**src/rtl/stat_probe_pkg.sv**
```systemverilog
// Shared definitions for the statistical probe engine: FSM encoding,
// Galois LFSR tap masks indexed by register width, and width helpers.
package stat_probe_pkg;

    typedef enum logic [2:0] {
        ST_IDLE   = 3'd0,
        ST_APPLY  = 3'd1,
        ST_SETTLE = 3'd2,
        ST_SAMPLE = 3'd3,
        ST_DRAIN  = 3'd4,
        ST_DONE   = 3'd5
    } state_t;

    // Right-shifting Galois feedback masks for maximal-length sequences.
    // Bit (e-1) is set for every polynomial term x^e other than x^0.
    // Widths 2..32 are covered; other widths fall back to the 4-bit mask.
    function automatic logic [31:0] lfsr_taps(input int width);
        case (width)
            2:       return 32'h0000_0003;
            3:       return 32'h0000_0006;
            4:       return 32'h0000_000C;
            5:       return 32'h0000_0014;
            6:       return 32'h0000_0030;
            7:       return 32'h0000_0060;
            8:       return 32'h0000_00B8;
            9:       return 32'h0000_0110;
            10:      return 32'h0000_0240;
            11:      return 32'h0000_0500;
            12:      return 32'h0000_0829;
            13:      return 32'h0000_100D;
            14:      return 32'h0000_2015;
            15:      return 32'h0000_6000;
            16:      return 32'h0000_D008;
            17:      return 32'h0001_2000;
            18:      return 32'h0002_0400;
            19:      return 32'h0004_0023;
            20:      return 32'h0009_0000;
            21:      return 32'h0014_0000;
            22:      return 32'h0030_0000;
            23:      return 32'h0042_0000;
            24:      return 32'h00E1_0000;
            25:      return 32'h0120_0000;
            26:      return 32'h0200_0023;
            27:      return 32'h0400_0013;
            28:      return 32'h0900_0000;
            29:      return 32'h1400_0000;
            30:      return 32'h2000_0029;
            31:      return 32'h4800_0000;
            32:      return 32'h8020_0003;
            default: return 32'h0000_000C;
        endcase
    endfunction

    // Ones-counter width: each output bit can be high in at most n_pat patterns.
    function automatic int cnt_width(input int n_pat);
        return $clog2(n_pat + 1);
    endfunction

    // Result index width, never narrower than one bit.
    function automatic int idx_width(input int n_out);
        return (n_out > 1) ? $clog2(n_out) : 1;
    endfunction

endpackage

```
**src/rtl/stat_probe_lfsr.sv**
```systemverilog
// Galois LFSR pattern generator with seed load and step enable.
// A zero seed would lock the register, so it is replaced with 1.
module stat_probe_lfsr
    import stat_probe_pkg::*;
#(
    parameter int W = 32
) (
    input  logic         i_clk,
    input  logic         i_rst_n,
    input  logic         i_load,
    input  logic [W-1:0] i_seed,
    input  logic         i_step,
    output logic [W-1:0] o_state
);

    localparam logic [W-1:0] TAPS = W'(lfsr_taps(W));
    localparam logic [W-1:0] ONE  = W'(1);

    logic [W-1:0] r_state;
    logic [W-1:0] w_next;

    // One Galois step: shift right, fold the taps in when a one falls out.
    always_comb begin
        w_next = {1'b0, r_state[W-1:1]} ^ (r_state[0] ? TAPS : '0);
    end

    // State register: reset to 1, load (zero-safe) takes priority over step.
    always_ff @(posedge i_clk) begin
        if (!i_rst_n) begin
            r_state <= ONE;
        end else if (i_load) begin
            r_state <= (i_seed == '0) ? ONE : i_seed;
        end else if (i_step) begin
            r_state <= w_next;
        end
    end

    assign o_state = r_state;

endmodule

```
**src/rtl/stat_probe_engine.sv**
```systemverilog
// Statistical probe engine: drives N_PAT pseudo-random patterns plus a
// captured key into a locked circuit, counts ones on every output bit,
// then streams one (index, count) result per output bit.
//
// Result stream: a result transfers on a rising edge where res_valid and
// res_ready are both high; while res_ready is low res_idx/res_count hold.
module stat_probe_engine
    import stat_probe_pkg::*;
#(
    parameter int N_IN       = 32,
    parameter int N_KEY      = 128,
    parameter int N_OUT      = 22,
    parameter int N_PAT      = 256,
    parameter int SETTLE_CYC = 2,
    localparam int CNT_W     = cnt_width(N_PAT),
    localparam int IDX_W     = idx_width(N_OUT)
) (
    input  logic             v_in1_v,
    input  logic             reset,
    input  logic             start,
    input  logic             abort,
    input  logic [N_KEY-1:0] key_in,
    input  logic [N_IN-1:0]  seed_in,
    output logic [N_IN-1:0]  dut_in,
    output logic [N_KEY-1:0] dut_key,
    input  logic [N_OUT-1:0] dut_out,
    output logic             busy,
    output logic             res_valid,
    input  logic             res_ready,
    output logic [IDX_W-1:0] res_idx,
    output logic [CNT_W-1:0] res_count,
    output logic             done,
    output logic [2:0]       o_dbg_state
);

    localparam int SET_W = (SETTLE_CYC > 1) ? $clog2(SETTLE_CYC) : 1;
    localparam logic [SET_W-1:0] SETTLE_LAST = SET_W'((SETTLE_CYC > 0) ? SETTLE_CYC - 1 : 0);
    localparam logic [CNT_W-1:0] PAT_LAST    = CNT_W'(N_PAT - 1);
    localparam logic [IDX_W-1:0] IDX_LAST    = IDX_W'(N_OUT - 1);
    localparam logic             NO_SETTLE   = (SETTLE_CYC == 0);

    state_t             r_state;
    state_t             w_state_nxt;
    logic [N_KEY-1:0]   r_key;
    logic [CNT_W-1:0]   r_cnt [N_OUT];
    logic [CNT_W-1:0]   r_pat_cnt;
    logic [SET_W-1:0]   r_settle;
    logic [IDX_W-1:0]   r_idx;
    logic [N_IN-1:0]    w_lfsr;
    logic               w_start_acc;
    logic               w_step;

    // Abort beats start even in IDLE, so a simultaneous pair does nothing.
    assign w_start_acc = (r_state == ST_IDLE) && start && !abort;
    assign w_step      = (r_state == ST_SAMPLE) && !abort;

    stat_probe_lfsr #(
        .W (N_IN)
    ) u_lfsr (
        .i_clk   (v_in1_v),
        .i_rst_n (reset),
        .i_load  (w_start_acc),
        .i_seed  (seed_in),
        .i_step  (w_step),
        .o_state (w_lfsr)
    );

    // FSM state register.
    always_ff @(posedge v_in1_v) begin
        if (!reset) begin
            r_state <= ST_IDLE;
        end else begin
            r_state <= w_state_nxt;
        end
    end

    // FSM next-state logic; abort returns to IDLE from anywhere.
    always_comb begin
        w_state_nxt = r_state;
        if (abort) begin
            w_state_nxt = ST_IDLE;
        end else begin
            case (r_state)
                ST_IDLE:   if (start) w_state_nxt = ST_APPLY;
                ST_APPLY:  w_state_nxt = NO_SETTLE ? ST_SAMPLE : ST_SETTLE;
                ST_SETTLE: if (r_settle == SETTLE_LAST) w_state_nxt = ST_SAMPLE;
                ST_SAMPLE: w_state_nxt = (r_pat_cnt == PAT_LAST) ? ST_DRAIN : ST_APPLY;
                ST_DRAIN:  if (res_ready && (r_idx == IDX_LAST)) w_state_nxt = ST_DONE;
                ST_DONE:   w_state_nxt = ST_IDLE;
                default:   w_state_nxt = ST_IDLE;
            endcase
        end
    end

    // FSM outputs: the pattern is only driven while a pattern is in flight,
    // and the result bus is zero outside DRAIN.
    always_comb begin
        busy      = (r_state != ST_IDLE);
        res_valid = (r_state == ST_DRAIN);
        done      = (r_state == ST_DONE);
        dut_in    = '0;
        res_idx   = '0;
        res_count = '0;
        if ((r_state == ST_APPLY) || (r_state == ST_SETTLE) || (r_state == ST_SAMPLE)) begin
            dut_in = w_lfsr;
        end
        if (r_state == ST_DRAIN) begin
            res_idx   = r_idx;
            res_count = r_cnt[r_idx];
        end
    end

    // Datapath: key capture, settle timer, ones counters, pattern and drain
    // indices. Nothing advances on an abort cycle; counters stay stale.
    always_ff @(posedge v_in1_v) begin
        if (!reset) begin
            r_key     <= '0;
            r_pat_cnt <= '0;
            r_settle  <= '0;
            r_idx     <= '0;
            for (int i = 0; i < N_OUT; i++) begin
                r_cnt[i] <= '0;
            end
        end else if (w_start_acc) begin
            r_key     <= key_in;
            r_pat_cnt <= '0;
            r_settle  <= '0;
            r_idx     <= '0;
            for (int i = 0; i < N_OUT; i++) begin
                r_cnt[i] <= '0;
            end
        end else if (!abort) begin
            case (r_state)
                ST_APPLY:  r_settle <= '0;
                ST_SETTLE: r_settle <= r_settle + 1'b1;
                ST_SAMPLE: begin
                    r_pat_cnt <= r_pat_cnt + 1'b1;
                    for (int i = 0; i < N_OUT; i++) begin
                        r_cnt[i] <= r_cnt[i] + CNT_W'(dut_out[i]);
                    end
                end
                ST_DRAIN: begin
                    if (res_ready) begin
                        r_idx <= (r_idx == IDX_LAST) ? '0 : r_idx + 1'b1;
                    end
                end
                default: ;
            endcase
        end
    end

    assign dut_key     = r_key;
    assign o_dbg_state = r_state;

endmodule

```
**config.mk**
```make
export PLATFORM = sky130hd
export DESIGN_NAME = stat_probe_engine
export DESIGN_NICKNAME = d
export VERILOG_FILES = /design/src/rtl/stat_probe_pkg.sv /design/src/rtl/stat_probe_lfsr.sv /design/src/rtl/stat_probe_engine.sv
export SDC_FILE = /design/constraint.sdc
export NUM_CORES = 1
export LEC_CHECK = 0
export BUFFER_PORTS_ARGS = -buffer_cell sky130_fd_sc_hd__clkbuf_2
export CAP_MARGIN = 15
export CORE_MARGIN = 2
export CORE_UTILIZATION = 50
export DETAILED_ROUTE_END_ITERATION = 10
export MAX_ROUTING_LAYER = met4
export PLACE_DENSITY = 0.73
export SETUP_SLACK_MARGIN = 0.5
export SLEW_MARGIN = 10
export SYNTH_ARGS = -nofsm -noshare
export SYNTH_HDL_FRONTEND = slang
export SYNTH_SLANG_ARGS = --single-unit
```
**constraint.sdc**
```tcl
create_clock -name v_in1_v -period 9.8 [get_ports v_in1_v]
set_input_delay 0.98 -clock v_in1_v [delete_from_list [all_inputs] [get_ports v_in1_v]]
set_output_delay 0.98 -clock v_in1_v [all_outputs]
set_load 0.005 [all_outputs]
```
# [Yosys cells after proc, flatten, opt, wreduce, memory -nomap -nowiden]
# Memory sizes are Yosys's and may differ from the RTL's. A register that Yosys moved wholly into a read port is not among the register bits.
# Cells that the tools add are included.
[word_totals] regBits=178 ramBits=198 in_bits=187 memories=1
[memory_table] name="r_cnt" words=22 width=9 rd=23 rd_clocked_by_memory_dff=1 wr=22 line_no="stat_probe_engine.sv:45" source="logic [CNT_W-1:0] r_cnt [N_OUT];"
[op_classes] add_sub_neg=25 eq_ne=10 n_mux=69 bitwise_logic=47 reduce_logical=18
[op_table] op="$mux W9" n=45
[op_table] op="$add A9 B1 Y9" n=22
[op_table] op="$mux W32" n=5
[op_table] op="$or A1 B1 Y1" n=44
[op_table] op="$logic_not A32 Y1" n=1
[op_table] op="$xor A31 B32 Y32" n=1
[op_table] op="$mux W5" n=4
[op_table] op="$pmux W3 S5" n=1
[op_table] op="$mux W3" n=4
[op_table] op="$add A9 B1 Y9 const B" n=1
[op_table] op="$eq A9 B8 Y1 const B" n=1
[op_table] op="$mux W1" n=9
[op_table] op="$eq A3 B2 Y1 const B" n=2
[op_table] op="$eq A3 B3 Y1 const B" n=2
[op_table] op="$reduce_and A3 Y1" n=2
[op_table] op="$add A5 B1 Y5 const B" n=1
[op_table] op="$eq A5 B5 Y1 const B" n=1
[op_table] op="$logic_and A1 B1 Y1" n=4
[op_table] op="$ne A2 B2 Y1 const B" n=2
[op_table] op="$reduce_and A2 Y1" n=2
[op_table] op="$reduce_bool A2 Y1" n=2
[op_table] op="$reduce_or A2 Y1" n=2
[op_table] op="$eq A3 B1 Y1 const B" n=1
[op_table] op="$logic_not A3 Y1" n=1
[op_table] op="7 further kinds" n=9

# [Depth between registers and ports, before layout]
# Gate-level depths: netlist (run 1).
[logic_depth] depth_word=8 depth_mapped=8

# [By module]
# Synthesis (run 1) repeated with hierarchy kept, for this count alone.
[hier_totals] hier_cells=1831 area_unflattened_um2=18806.8
[by_module_without_submodules] mod="stat_probe_engine" instances=1 cells_per_inst=1643 area_per_inst_um2=17246.5 seq_area_each_um2=8968.6
[by_module_without_submodules] mod="stat_probe_lfsr" instances=1 cells_per_inst=188 area_per_inst_um2=1560.2 seq_area_each_um2=640.6

# [Least setup slack after synthesis (run 1)]
# No wires, ideal clock.
[synth_timing] path_type="in2reg" start="in reset" end="mem r_cnt[0][0] (netlist name), enable pin" setup_ns=1.999 arrival_time_ns=5.745 t_required_ns=7.801 path_slack_ns=2.055 cell_stages=3 n_path_buf=2 path_cell_list="clkbuf_1 -> clkbuf_1 -> nand3_1"
[synth_rtl] element="start, declared" line_no="stat_probe_engine.sv:19" source="input logic reset,"
[synth_rtl] element="end, declared" line_no="stat_probe_engine.sv:45"

==> results of run 1 <==
==> cell families after synthesis <==
group           Yosys count  synth area share, %
buf+inv                 111                 2.73
mux                      73                 7.25
compound gates          252                 9.33
simple gates            796                 19.3
fa+ha+maj                48                 3.22
flops                   381                 51.5
xor+xnor                142                 6.66
==> metal layers <==
| layer | global-route usage (%) | vias to the layer above | share of wire, % |
|---|---|---|---|
| met4 | 11.8 | 0 | 4.2 |
| met1 | 32.2 | 7224 | 39 |
| li1 | - | 7060 | - |
| met3 | 5.60 | 112 | 7.3 |
| met2 | 44.0 | 569 | 49 |
| met5 | - | - | 0 |
==> worst paths after layout <==
path	cells past startpoint	end
setup / recovery	5	r_cnt[14][4]
hold / removal	2	dut_key[105]
setup reg to reg	5	r_cnt[14][4]
hold reg to reg	2	dut_key[105]
==> flip-flops by register name, indices dropped and copies added (netlist names), named ones only <==
signal	count
o_dbg_state	3
r_idx	5
r_cnt	198
r_settle	1
dut_key	128
u_lfsr.o_state	32
r_pat_cnt	9
==> power breakdown <==
group,internal (mW),switching [mW]
Sequential,1.76,0.0715
Combinational,0.118,0.151
Clock,0.885,0.655
Total,2.76,0.877
==> per-stage QoR <==
stage               cell area, um2  setup WS (ns)  total power [mW]  utilization [%]
floorplan                    18700           2.06              2.00                -
global placement             20700           4.89              2.12             56.5
detailed placement           20700           4.79              2.13             56.5
CTS                          22100           5.08              3.66             60.1
global route                 22100           4.68              3.77             60.3
finish                       22100           5.08              3.64             60.3
==> synth_stat cells (all sizes together) <==
| cell | instances |
|---|---|
| and3b | 1 |
| or2 | 1 |
| o21ai | 48 |
| mux4 | 45 |
| a22oi | 9 |
| nand2b | 1 |
| and2 | 46 |
| o22ai | 2 |
| nor2 | 213 |
| nand3 | 80 |
| xor2 | 113 |
| nor2b | 2 |
| o21bai | 1 |
| nand4b | 1 |
| o2111ai | 1 |
| a21boi | 128 |
| or3 | 26 |
| nor4 | 9 |
| nand4 | 38 |
| edfxtp | 198 |
| nor3b | 1 |
| ha | 48 |
| and4bb | 1 |
| o221ai | 31 |
| buf | 38 |
| mux2i | 10 |
| mux2 | 18 |
| dfxtp | 183 |
| inv | 6 |
| a211oi | 1 |
| o31ai | 1 |
| a21oi | 29 |
| and3 | 71 |
| clkbuf | 67 |
| xnor2 | 29 |
| nand2 | 304 |
| nor3 | 1 |
| a31o | 1 |
==> cell type report <==
cell class,count,area [um2]
fill,3060,14600
tap,468,586
clock buffer,54,1150
inverter,6,22.5
sequential,381,9610
antenna,18,45.0
clock inverter,23,185
multi-input combinational,1311,8590
timing repair buffer,379,1950
==> worst min-delay path, stage by stage (launching register included) <==
cell	delay, ns
dfxtp_1	0.30
nand2_1	0.04
a21boi_0	0.06
==> qor.txt, run 1 <==
status: completed
via count: 15,000
Worst Setup SP: o_dbg_state[0]
largest area contributor in the netlist: edfxtp_1
Hold Crit Class: flop to flop
CTS sink count: 381
GRT Residual Overflow: 0
register area share after synthesis: 51.5%
Wirelength per Cell: 19.6 um
dpl cells: 2,544
Setup Viol. Count Final: 0
Synth Area per Inst: 10.4 um2
vias in the first global route: 14,700
Die Wd: 197 um
commonest non-fill, non-tap cell in the layout: clkbuf_2
Die Area: 38,900 um2
crit-path leading delay family: simple AND/OR/NAND/NOR gates
Total Nets Final: 2,356
Worst VDD drop: 0.000153 V
post-synth top area share: 31.8%
R2R Path Start: o_dbg_state[0]
Clock H-tree levels: 2
Final Hold Fails: 0
largest cells by area after synthesis: edfxtp_1, dfxtp_1, nand2_1, xor2_1, a21boi_0
drc violations: 0
total track usage: 26.9%
Starting Density: 50.9%
Crit path largest cell delay: 0.89 ns
area grow syn2layout: 18.5%
synthesized area: 18,700 um2
Post-DP HPWL: 35.7 mm
Unique masters post-synth: 46
Worst-Margin Slew: 1.14 ns
Buf/Inv on CP: 2
row count: 70
Iteration-0 DRC Markers: 1,151
cts repair resizes: 0
Root Buffer: clkbuf_16
relative slew slack: 23.9%
fmax: 212 MHz
CP Max Fanout: 79
Ports: 367
clk buf depth: 3
Slew Limit Fails: 0
crit-path cells: nor2_1 > nand3_4 > nand3_4 > buf_4 > buf_4
first-pass GRT wire length: 79.9 mm
PD cells: 164 nW/um2
Finished Layout Cells: 2,640
P_leak: 8.72 nW
most frequent cells in the layout: clkbuf_2, nand2_1, nor2_1, edfxtp_1, dfxtp_1
CTS Buf Count: 42
R2R Setup Slk: 5.08 ns
Setup CP Type: flop to flop
Clock Latency Late Sink: 0.54 ns
critical path startpoint category: flop
Yosys warnings: 0
CP Capture Type: flop
clk slew on worst S/H paths: 0.06 ns
Arrival @ worst endpoint: 4.88 ns
slowest CP cell: buf_4
share of cells above drive strength 1: 23.6%
RSZ-0062 raised after global routing: no
Post-CTS Setup Inserts: 0
Net Count, Synth: 2,038
CTS tree: built
chip height: 197 um
critical path required time: 9.96 ns
fin crit share: 48.1%
core area: 36,700 um2
Final ANT Viol Nets: 0
Buffers on Ports: 366
Post-CTS Hold Fix Bufs: 0
Initial DRT Pass Iterations: 5
hold_sp: dut_key[105]
DRT Wirelength: 51.6 mm
Via density: 5.67
antenna violations before repair: 18
largest net degree at the start of global routing: 110
Cells after Synth: 1,803
Tmin final: 4.72 ns
max cap viols: 0
setup TNS: 0 ns
Hold Slack: 0.460 ns
Yosys reg bits: 381
Worst Skew: 0.0101 ns
GPL Wtd Cong: 0.917
No activity file was read; power rests on OpenSTA's default activity.
==> run 2: changes to the inputs <==
clock period = 4.5 ns   (was 9.8 ns; I/O delays follow)
==> run 2 against run 1 <==
First-iteration DRC count rose by 2.9%. Register-to-register slack got worse by 3.6 ns. Sequential share of layout area decreased by 0.13 points. Highest routed layer unchanged. Non-clock buffer count up 4. Clock power grew 120%. Final area up 0.30%. Via count hardly changed. Hold slack got worse by 0.32 ns.
==> qor.txt, run 2 (synthesis gave the netlist of run 1 again) <==
status: completed
Fillers: 3,031
Final Hold Fails: 0
Clock H-tree levels: 2
core area: 36,700 um2
Worst VDD drop: 0.000376 V
Clock Latency Late Sink: 0.55 ns
cts repair resizes: 0
setup TNS: 0 ns
DRT Wirelength: 53.3 mm
commonest non-fill, non-tap cell in the layout: clkbuf_2
Arrival @ worst endpoint: 3.09 ns
Iteration-0 DRC Markers: 1,184
CP Capture Type: output port
Hold Crit Class: input port to flop
Wirelength per Cell: 20.2 um
share of cells above drive strength 1: 23.6%
GPL Wtd Cong: 0.979
Post-DP HPWL: 37.3 mm
first-pass GRT wire length: 81.5 mm
Starting Density: 50.9%
largest net degree at the start of global routing: 177
setup ws final: 0.958 ns
R2R Path Start: o_dbg_state[2]
flip-flop count of the largest register after layout: 198
Via density: 5.68
dpl cells: 2,548
chip height: 197 um
Buffers on Ports: 366
Worst Skew: 0.0181 ns
vias in the first global route: 14,800
CTS Buf Count: 43
Die Area: 38,900 um2
Register Area: 9610 um2
relative slew slack: 25.8%
Final ANT Viol Nets: 0
Tmin final: 3.54 ns
fmax: 282 MHz
Worst-Margin Slew: 1.11 ns
Root Buffer: clkbuf_16
antenna violations before repair: 9
most frequent cells in the layout: clkbuf_2, nand2_1, nor2_1, edfxtp_1, dfxtp_1
Post-Place Setup Slack: 1.55 ns
critical path required time: 4.05 ns
total track usage: 27.7%
Setup Viol. Count Final: 0
Post-CTS Hold Fix Bufs: 0
Ports: 367
area grow syn2layout: 18.9%
Die Wd: 197 um
footprint of the multi-input gates: 8590 um2
drc violations: 0
Post-CTS Setup Inserts: 0
row count: 70
PD cells: 360 nW/um2
P_leak: 8.77 nW
max cap viols: 0
GRT Residual Overflow: 0
clk buf depth: 3
clk slew on worst S/H paths: 0.06 ns
RSZ-0062 raised after global routing: no
Worst Setup SP: o_dbg_state[0]
Slew Limit Fails: 0
Finished Layout Cells: 2,635
Initial DRT Pass Iterations: 5
Setup CP Type: flop to output port
CTS sink count: 381
via count: 15,000
CP Max Fanout: 12
Top reg by flops: r_cnt
CTS tree: built
fin crit share: 78.7%
critical path startpoint category: flop
Total Nets Final: 2,361
hold_sp: key_in[11]
R2R Setup Slk: 1.50 ns
[run 2: cell count changes in the layout (fill, tap and decap cells not counted), sizes merged]
cell | previous run | this run
buf | 14 | 18
bufinv | 2 | 1
clkbuf | 419 | 430
clkinv | 14 | 10
clkinvlp | 3 | 0
diode | 18 | 9
inv | 10 | 7
[run 2: power breakdown]
part / internal (mW) / switching, mW
logic: 0.264 / 0.337
clock network: 1.99 / 1.40
registers: 3.83 / 0.161
[run 2: cell type report]
cell class,instances,area share (%)
inverter,6,0.101
antenna,9,0.101
sequential,381,43.3
tap,468,2.64
clock buffer,65,5.68
timing repair buffer,383,9.06
clock inverter,12,0.434
multi-input combinational,1311,38.7
[run 2: path summary, 6_finish.rpt]
check	end	cells after the start
worst max-delay path	res_count[8]	6
worst min-delay path	dut_key[11]	3
worst max register to register	dut_key[98]	6
worst min register to register	dut_key[69]	2
[run 2: stage by stage]
stage	utilization [%]	power (mW)	area (um2)	hold slack (ns)
after floorplan	-	4.34	18700	0.454
after global placement	56.7	4.63	20800	0.451
after detailed placement	56.7	4.65	20800	0.460
after CTS	60.4	8.04	22200	0.107
after global routing	60.5	8.25	22200	0.125
final	60.5	7.98	22200	0.135
[run 2: critical path: stages (launching register included)]
cell,delay [ns]
dfxtp_1,0.41
nor2_1,0.65
nand2_1,0.41
nor3_2,0.56
a22oi_1,0.21
o21ai_1,0.15
clkbuf_2,0.14
[run 2: metal layers]
metal	GRT usage, %	up-vias	routed length [um]
li1	-	7056	-
met3	5.87	103	3980
met1	32.6	7220	20600
met5	-	-	0
met2	47.1	594	27000
met4	9.55	0	1770
==> run 3: changes to the inputs <==
PLACE_DENSITY = 0.76   (was 0.73)
clock period = 3.15 ns   (was 4.5 ns; I/O delays follow)
==> run 3 against run 2 <==
Combinational power rose by 70%. Critical path depth rose by 1. Critical endpoint is now res_count[6]. Sequential share of layout area fell by 3.2 points. Die area did not move. Routed wire length rose by 6.4%. Clock-buffer cell count fell by 16. Global-route usage rose by 1.4 points. Clock power rose by 50%. Critical path type unchanged. Flip-flop and latch count did not move.
==> qor.txt, run 3 (synthesis gave the netlist of run 1 again) <==
fin crit share: 88.0%
CTS sink count: 381
critical path startpoint category: flop
area grow syn2layout: 28.5%
drc violations: 0
row count: 70
CP Capture Type: output port
clk buf depth: 3
Slew Limit Fails: 0
Power Total: 11.8 mW
clk slew on worst S/H paths: 0.06 ns
Setup Viol. Count Final: 0
Root Buffer: clkbuf_16
Final Hold Fails: 0
flip-flop count of the largest register after layout: 198
dpl cells: 2,554
Clock Latency Late Sink: 0.56 ns
commonest non-fill, non-tap cell in the layout: clkbuf_2
Setup CP Type: flop to output port
Initial DRT Pass Iterations: 5
Post-DP HPWL: 37.3 mm
P_leak: 9.49 nW
Crit path largest cell delay: 0.54 ns
Hold Crit Class: input port to flop
first-pass GRT wire length: 86.1 mm
Die Area: 38,900 um2
antenna violations before repair: 13
Starting Density: 50.9%
Clock H-tree levels: 2
Worst VDD drop: 0.000415 V
via count: 16,200
Ports: 367
Finished Layout Cells: 2,779
status: completed
largest net degree at the start of global routing: 160
setup TNS: 0 ns
GRT Residual Overflow: 0
RSZ-0062 raised after global routing: yes
Die Wd: 197 um
PD cells: 493 nW/um2
Total Nets Final: 2,497
final core utilization: 65.4%
CTS tree: built
total track usage: 29.1%
setup ws final: 0.379 ns
relative slew slack: 47.5%
DRT Wirelength: 56.7 mm
Final ANT Viol Nets: 0
most frequent cells in the layout: clkbuf_2, nand2_1, nor2_1, edfxtp_1, dfxtp_1
chip height: 197 um
Tmin final: 2.77 ns
CTS Buf Count: 42
share of cells above drive strength 1: 24.7%
Post-Place Setup Slack: 0.656 ns
vias in the first global route: 16,200
Via density: 5.83
Top reg by flops: r_cnt
core area: 36,700 um2
GPL Wtd Cong: 0.948
slowest CP cell: mux4_2
max cap viols: 0
Arrival @ worst endpoint: 2.46 ns
CP Max Fanout: 5
Buffers on Ports: 366
Worst Skew: 0.0192 ns
crit-path cells: buf_12 > buf_16 > mux4_2 > mux2_4 > a22oi_2 > o21ai_2 > clkbuf_2
fmax: 361 MHz
Wirelength per Cell: 20.4 um
critical path required time: 2.83 ns
Iteration-0 DRC Markers: 1,253
Worst-Margin Slew: 0.788 ns
run 3: cell types whose count changed in the layout (fill, tap and decap cells not counted), sizes merged:
cell and delta:
clkinvlp +3, clkbuf -16, clkinv +8, buf +25
diode +6, dlygate4sd3 +112, bufinv +4, inv +2
run 3: path summary, 6_finish.rpt:
check	cells past startpoint	start	slack (ns)	to
worst max-delay path	7	flop	0.38	res_count[6]
worst min-delay path	3	key_in[69]	0.01	dut_key[69]
worst max register to register	5	o_dbg_state[2]	0.78	r_pat_cnt[5]
worst min register to register	2	dut_key[53]	0.47	dut_key[53]
run 3: stage by stage:
step,instance area [um2],hold slack [ns]
2_1_floorplan,18700,0.454
3_3_place_gp,20900,0.451
3_5_place_dp,20900,0.457
4_1_cts,23900,0.000375
5_1_grt,24000,0.0154
6_report,24000,0.0141
run 3: layer usage:
| layer | up-vias | GRT usage (%) | share of wire [%] |
|---|---|---|---|
| met5 | - | - | 0 |
| met2 | 819 | 47.8 | 49 |
| met4 | 0 | 16.6 | 6.0 |
| met3 | 205 | 7.12 | 8.8 |
| met1 | 7817 | 32.3 | 36 |
| li1 | 7348 | - | - |
run 3: timing repair:
item	in CTS	in global routing
setup buffers	11	2
resized for setup	33	17
hold buffers	112	0
endpoints found under the setup margin	9	9
hold endpoints to repair	112	0
cloned	5	2
pin swaps	10	2
run 3: worst max-delay path: cells and delay by family (launching register included):
family | cells | cell delay, ns
mux | 2 | 0.82
flops | 1 | 0.42
buf+inv | 3 | 0.38
compound gates | 2 | 0.28
run 3: area by class of cell:
type / count / area, um2
flip-flops and latches: 381 / 9620
clock buffers: 49 / 1130
repair buffers: 520 / 3620
well taps: 468 / 586
clock inverters: 29 / 307
multi-input cells: 1311 / 8670
diodes: 15 / 37.5
fillers: 2690 / 12700
inverters: 6 / 22.5
run 3: report_power, final:
group / leakage (nW) / internal [mW] / switching [mW]
logic: 5.18 / 0.484 / 0.532
registers: 3.61 / 5.46 / 0.244
clock network: 0.701 / 3.00 / 2.10
total: 9.49 / 8.95 / 2.88
